## src/rtl/game_collision_scheduler.sv

```systemverilog
// Pairwise target-collision checker: one shared rectangle comparator walks every i<j pair
// of a per-frame snapshot, one pair per clock, with per-pair immunity counted in frames.
module game_collision_scheduler #(
  parameter int N_TARGETS       = 4,
  parameter int w_x             = $clog2(640),
  parameter int w_y             = $clog2(480),
  parameter int IMMUNITY_FRAMES = 5
) (
  input  logic                            clk,
  input  logic                            rst,
  input  logic                            start,
  input  logic [N_TARGETS-1:0]            enable_targets,
  input  logic [N_TARGETS-1:0][w_x-1:0]   sprite_left,
  input  logic [N_TARGETS-1:0][w_x-1:0]   sprite_right,
  input  logic [N_TARGETS-1:0][w_y-1:0]   sprite_top,
  input  logic [N_TARGETS-1:0][w_y-1:0]   sprite_bottom,
  output logic                            busy,
  output logic                            done,
  output logic [N_TARGETS-1:0]            collide_x,
  output logic [N_TARGETS-1:0]            collide_y,
  output logic                            overrun
);

  localparam int P  = N_TARGETS * (N_TARGETS - 1) / 2;
  localparam int IW = $clog2(N_TARGETS);
  localparam int PW = (P > 1) ? $clog2(P) : 1;
  localparam int CW = (IMMUNITY_FRAMES > 0) ? $clog2(IMMUNITY_FRAMES + 1) : 1;

  typedef enum logic [1:0] {IDLE, SCAN, FINISH} state_t;

  state_t                          state_q, state_d;
  logic [IW-1:0]                   i_q, j_q;
  logic [PW-1:0]                   p_q;
  logic [N_TARGETS-1:0]            en_q;
  logic [N_TARGETS-1:0][w_x-1:0]   left_q, right_q;
  logic [N_TARGETS-1:0][w_y-1:0]   top_q, bottom_q;
  logic [N_TARGETS-1:0]            acc_q;
  logic [CW-1:0]                   imm_q [P];
  logic [P-1:0]                    loaded_q;
  logic                            busy_q, done_q, overrun_q;
  logic [N_TARGETS-1:0]            collide_q;

  logic pair_en, overlap, hit, last_pair;

  assign pair_en   = en_q[i_q] & en_q[j_q];
  assign overlap   = (left_q[i_q] < right_q[j_q]) && (right_q[i_q] > left_q[j_q]) &&
                     (top_q[i_q] < bottom_q[j_q]) && (bottom_q[i_q] > top_q[j_q]);
  assign hit       = pair_en && overlap && (imm_q[p_q] == '0);
  assign last_pair = (p_q == PW'(P - 1));

  always_comb begin
    state_d = state_q;
    unique case (state_q)
      IDLE:    if (start) state_d = SCAN;
      SCAN:    if (last_pair) state_d = FINISH;
      FINISH:  state_d = IDLE;
      default: state_d = IDLE;
    endcase
  end

  always_ff @(posedge clk) begin
    if (!rst) begin
      state_q <= IDLE;
    end else begin
      state_q <= state_d;
    end
  end

  always_ff @(posedge clk) begin
    if (!rst) begin
      i_q       <= '0;
      j_q       <= '0;
      p_q       <= '0;
      en_q      <= '0;
      left_q    <= '0;
      right_q   <= '0;
      top_q     <= '0;
      bottom_q  <= '0;
      acc_q     <= '0;
      loaded_q  <= '0;
      busy_q    <= 1'b0;
      done_q    <= 1'b0;
      overrun_q <= 1'b0;
      collide_q <= '0;
      for (int k = 0; k < P; k++) imm_q[k] <= '0;
    end else begin
      done_q    <= 1'b0;
      overrun_q <= start && (state_q != IDLE);
      unique case (state_q)
        IDLE: begin
          if (start) begin
            en_q     <= enable_targets;
            left_q   <= sprite_left;
            right_q  <= sprite_right;
            top_q    <= sprite_top;
            bottom_q <= sprite_bottom;
            i_q      <= '0;
            j_q      <= IW'(1);
            p_q      <= '0;
            acc_q    <= '0;
            loaded_q <= '0;
            busy_q   <= 1'b1;
          end
        end
        SCAN: begin
          // A disabled partner forgets any pending immunity for the pair.
          if (!pair_en) begin
            imm_q[p_q] <= '0;
          end else if (hit) begin
            acc_q[i_q]    <= 1'b1;
            acc_q[j_q]    <= 1'b1;
            imm_q[p_q]    <= CW'(IMMUNITY_FRAMES);
            loaded_q[p_q] <= 1'b1;
          end
          if (j_q == IW'(N_TARGETS - 1)) begin
            i_q <= i_q + IW'(1);
            j_q <= i_q + IW'(2);
          end else begin
            j_q <= j_q + IW'(1);
          end
          p_q <= p_q + PW'(1);
        end
        FINISH: begin
          collide_q <= acc_q;
          done_q    <= 1'b1;
          busy_q    <= 1'b0;
          for (int k = 0; k < P; k++) begin
            if (!loaded_q[k] && (imm_q[k] != '0)) imm_q[k] <= imm_q[k] - CW'(1);
          end
        end
        default: ;
      endcase
    end
  end

  assign busy      = busy_q;
  assign done      = done_q;
  assign overrun   = overrun_q;
  assign collide_x = collide_q;
  assign collide_y = collide_q;

endmodule

```

## config.mk

```make
export PLATFORM = sky130hd
export DESIGN_NAME = game_collision_scheduler
export DESIGN_NICKNAME = d
export VERILOG_FILES = /design/src/rtl/game_collision_scheduler.sv
export SDC_FILE = /design/constraint.sdc
export NUM_CORES = 1
export LEC_CHECK = 0
export ABC_AREA = 1
export CAP_MARGIN = 20
export CORE_ASPECT_RATIO = 0.8
export CORE_UTILIZATION = 33
export CTS_BUF_LIST = sky130_fd_sc_hd__clkbuf_4
export DETAILED_ROUTE_END_ITERATION = 8
export PLACE_DENSITY = 0.6
export SYNTH_ARGS = -nofsm -noshare
export SYNTH_HDL_FRONTEND = slang
export SYNTH_SLANG_ARGS = --single-unit
export TNS_END_PERCENT = 5
```

## constraint.sdc

```tcl
create_clock -name clk -period 3.65 [get_ports clk]
set_input_delay 1.095 -clock clk [delete_from_list [all_inputs] [get_ports clk]]
set_output_delay 1.095 -clock clk [all_outputs]
set_load 0.02 [all_outputs]
```

# == After elaboration in Yosys (flattened, before gate mapping) ==
# Memories as Yosys holds them, arrays and structs flattened. A register that Yosys moved wholly into a read port is not among the register bits.
# Cells that the tools add are included.
# classes
bitwise_logic,11
n_lt_le_gt_ge,10
add_sub_neg,10
n_mux,93
n_reduce_logical,39
eq_ne,9
# ops
cell,count
$bmux W10 S2,4
$bmux W9 S2,4
$mux W1,42
$mux W10,4
$mux W3,12
$mux W9,4
$mux W6,3
$reduce_bool A3 Y1,6
$sub A3 B1 Y3 const B,6
$logic_and A1 B1 Y1,15
$mux W4,3
$pmux W2 S2,3
$pmux W6 S2,1
$gt A10 B10 Y1,1
$lt A10 B10 Y1,1
$mux W2,5
$ne A2 B2 Y1 const B,5
$gt A9 B9 Y1,1
$lt A9 B9 Y1,1
$or A4 B4 Y4,2
$pmux W4 S2,1
$reduce_and A2 Y1,4
$or A1 B1 Y1,7
$logic_not A1 Y1,6
other kinds (23),31
# word_totals
ramBits,18
memories,1
output_inout_bits,11
reg_bits,182
elab_cells,200
# mem_list
memory,depth,width,read_ports,rd_ports_with_merged_regs,write_ports,line_no,rtl
imm_q,6,3,7,1,6,38,logic [CW-1:0] imm_q [P];

# == Longest topological paths before layout ==
# logic_depth
depth_word,16
depth_mapped,20

# == Worst setup path after synthesis ==
# Ideal clock, no wire load.
# synth_path
kind,register -> register
from,register j_q[0]
to,"memory imm_q[1][0] (netlist bit), enable pin"
t_arrival_ns,2.747
path_stages_with_launch,19
setup_time_ns,0.301
setup_slack_ns,0.602
cell_sequence,dfxtp_1 -> buf_4 -> inv_2 -> clkbuf_1 -> buf_1 -> nand2_1 -> a32o_1 -> ha_1 -> nand2_1 -> inv_1 -> o21ai_0 -> nand2_1 -> nor2_1 -> nand3_2 -> nor2_4 -> nand3_4 -> nand3_4 -> nand3_1 -> nand3_1
# synth_lines
element,line_no,rtl
start: declaration,32,"logic [IW-1:0] i_q, j_q;"
start signal: assignment,117,j_q <= i_q + IW'(2);
start signal: assignment,119,j_q <= j_q + IW'(1);
end: declaration,38,

==> out/results.tsv <==
metric	value	unit
leakagePower	5.645	nW
crit_fanout	36	
rsz0062_at_grt	false	
slowest_stage	dfxtp_2	
yosysWarnings	0	
worstHoldPathType	register to register	
initial_utilization	33.72	%
path_delay_family	simple AND/OR/NAND/NOR gates	
power_frac_seq	45.3	%
power.net_switching	1.738	mW
ys_ff_latch	205	
fin_hold_ws	0.4690	ns
routedWlPerCell	15.84	um
syn_inst	1587	
worstSetupPathType	register to register	
nFillCells	3399	
grt_pass1_vias	10305	
synth_top_family_by_area	simple AND/OR/NAND/NOR gates	
clock_latency	0.69	ns
setup_viol	0	
io_pins	170	
cp-end-kind	register	
critPathArrivalTime	3.56	ns
period_share	87.12	%
place_ws	0.5053	ns
hp-start	right_q[20]$_SDFFE_PN0P_	
hold_depth	2	
worst_slack	0.4700	ns
synth_fa_ha_area_share	6.595	%
cp-startpoint	j_q[0]$_SDFFE_PN0P_	
r2r_cells	15	
report.final.slew_viol_count	0	
critPathBufInv	2	
status	finished clean	
cts_tree	done	
viasPerCell	5.080	
p_int	3.936	mW
final_nets	1938	
antenna_left	0	
synth_compound_area_share	21.53	%
fin_crit	3.180	ns
antenna_found_initial	2	
vias	11089	
netlist_area	11000	um2
netlist.area_leader.share	34.75	%
synthTopCellsByArea	dfxtp_1 35%, nor2_1 14%, o21ai_0 11%	
ctsHoldBuffers	0	
rr_startpoint	j_q[0]$_SDFFE_PN0P_	
cp_cell_sequence	inv_2, buf_4, nand2_1, a32o_1, ha_1, nand2_1, nor2_1, nand3_1, nand3_1, nand3_2, nor2_4, nand3_4, nand3_4, nand3_1, nand3_1	
final_common_cell	nor2_1	
power.density	413.9	nW/um2
die_w	206.2	um
clk_pin_slew	0.07	ns
crit_top_cell	nand3_1	
route.final.wire_length	34580	um
hold_viol	0	
cts.sinks	205	
synth_xor_area_share	0.4776	%
grt_usage	20.18	%
grt_overflow	0	
cts_resized	0	
slew_headroom	61.82	%
drive_gt1_share	7.754	%
grt_pass1_wl	54340	um
core_region_area	32630	um2
root_buffer	clkbuf_4	
cts_max_path_buffers	3	
numCtsBuffers	53	
die_y	165.3	um
clock_power_share	34.2	%
dr.pass1.iters	5	
yosysSeqAreaShare	38.57	%
muxShareOfSynthArea	0	%
yosys.area.top_type	dfxtp_1	
vdd_drop_max	0.1649	mV
max_freq	314.5	MHz
cap_violations	0	
slowest_delay	0.44	ns
tightest_slew	0.5668	ns
finClkSkew	0.04079	ns
htree_levels	2	
area_growth	24.60	%
gp_congestion	0.8462	
r2r_slack	0.47	ns
cp.depth	15	
syn_nets	1804	
die-area	34080	um2
power.total	5.674	mW
dp_hpwl	24610	um
yosys.area_share.simple	26.21	%
drt-initial-drc-count	931	
avgSynthCellArea	6.933	um2
p_comb_share	20.5	%
fp-row-count	59	
power.share.switching	30.63	%
setup_tns	0	ns
io_buffers	169	
synth_cell_types	39	
drc	0	
grt_max_degree	98	
final_cell_mix	403 x nor2_1, 248 x o21ai_0, 236 x nand2_1	
required	4.03	ns
startpoint_type	register	
cts_setup_buffers	0	
## layer usage
layer  vias up  GRT usage [%]  part of all wire, %
met4         0          5.682                  1.9
li1       5584              -                    -
met2       386          31.62                   43
met5         -              0                    0
met1      5061          28.30                   48
met3        58          3.473                  6.9
## metrics by stage
stage / instance area [um2] / utilization (%) / std cells
floorplan: 11000 / - / 1587
global placement: 13070 / 40.05 / 2093
detailed placement: 13070 / 40.05 / 2093
CTS: 13700 / 42.00 / 2181
global route: 13710 / 42.02 / 2183
finish: 13710 / 42.02 / 2183
## power groups by stage
stage	Clock [mW]	Combinational (mW)	Sequential [mW]
after global routing	2.13	1.31	2.59
after floorplan	0	0.749	2.55
after detailed placement	0	1.15	2.62
after CTS	2.01	1.16	2.57
after global placement	0	1.14	2.62
final	1.94	1.16	2.57
## cells in the mapped netlist
cell type / n
nor2_1: 403
o21ai_0: 248
nand2_1: 237
dfxtp_1: 191
clkbuf_1: 91
a21oi_1: 78
inv_1: 65
ha_1: 58
nand3_1: 44
o22ai_1: 36
a32o_1: 34
buf_1: 15
edfxtp_1: 14
nor3_1: 10
o31ai_1: 10
nand2_2: 7
buf_4: 6
xor2_1: 6
inv_2: 5
nand4_1: 3
buf_6: 2
nand3_4: 2
nand3b_1: 2
nor2_2: 2
nor2_4: 2
o21bai_1: 2
or2_1: 2
a211oi_1: 1
a21o_1: 1
a21oi_2: 1
a21oi_4: 1
a221oi_1: 1
a22oi_1: 1
a311oi_1: 1
nand3_2: 1
nand4_4: 1
nor2_8: 1
o211ai_1: 1
o21ai_2: 1
## worst reg2reg max path: stages, from the launching register on
cell and delay, ns:
dfxtp_2 0.44, inv_2 0.13, buf_4 0.35, nand2_1 0.12
a32o_1 0.27, ha_1 0.30, nand2_1 0.06, nor2_1 0.18
nand3_1 0.10, nand3_1 0.11, nand3_2 0.11, nor2_4 0.17
nand3_4 0.13, nand3_4 0.15, nand3_1 0.12, nand3_1 0.14
## registers in the layout, indices dropped and copies added (netlist names), 6 cells and up, named ones only
name,cells
bottom_q,36
imm_q,20
left_q,40
loaded_q,6
right_q,40
top_q,36
## cells by family after synthesis
logic type,count (synthesis)
and+or+nand+nor,717
buffers and inverters,184
adders and majority gates,58
AOI/OAI and AO/OA,417
DFF,205
xor gates and xnor gates,6
## worst paths after layout
kind                                                  to
worst min register to register  right_q[20]$_SDFFE_PN0P_
worst max register to register     imm_q[4][0]$_DFFE_PP_
worst max-delay path               imm_q[4][0]$_DFFE_PP_
worst min-delay path            right_q[20]$_SDFFE_PN0P_
## layout make-up
type                    instances  area [um2]  share of cell area (%)
inverters                      70       265.3                   1.935
clock buffers                  82       615.6                   4.490
flip-flops and latches        205        4247                   30.98
repair buffers                193        1982                   14.46
clock inverters                 6       22.52                  0.1643
diodes                          2       5.005                 0.03651
multi-input cells            1198        6038                   44.04
well taps                     427       534.3                   3.897
Note: power is estimated with default switching activity, not from simulation.
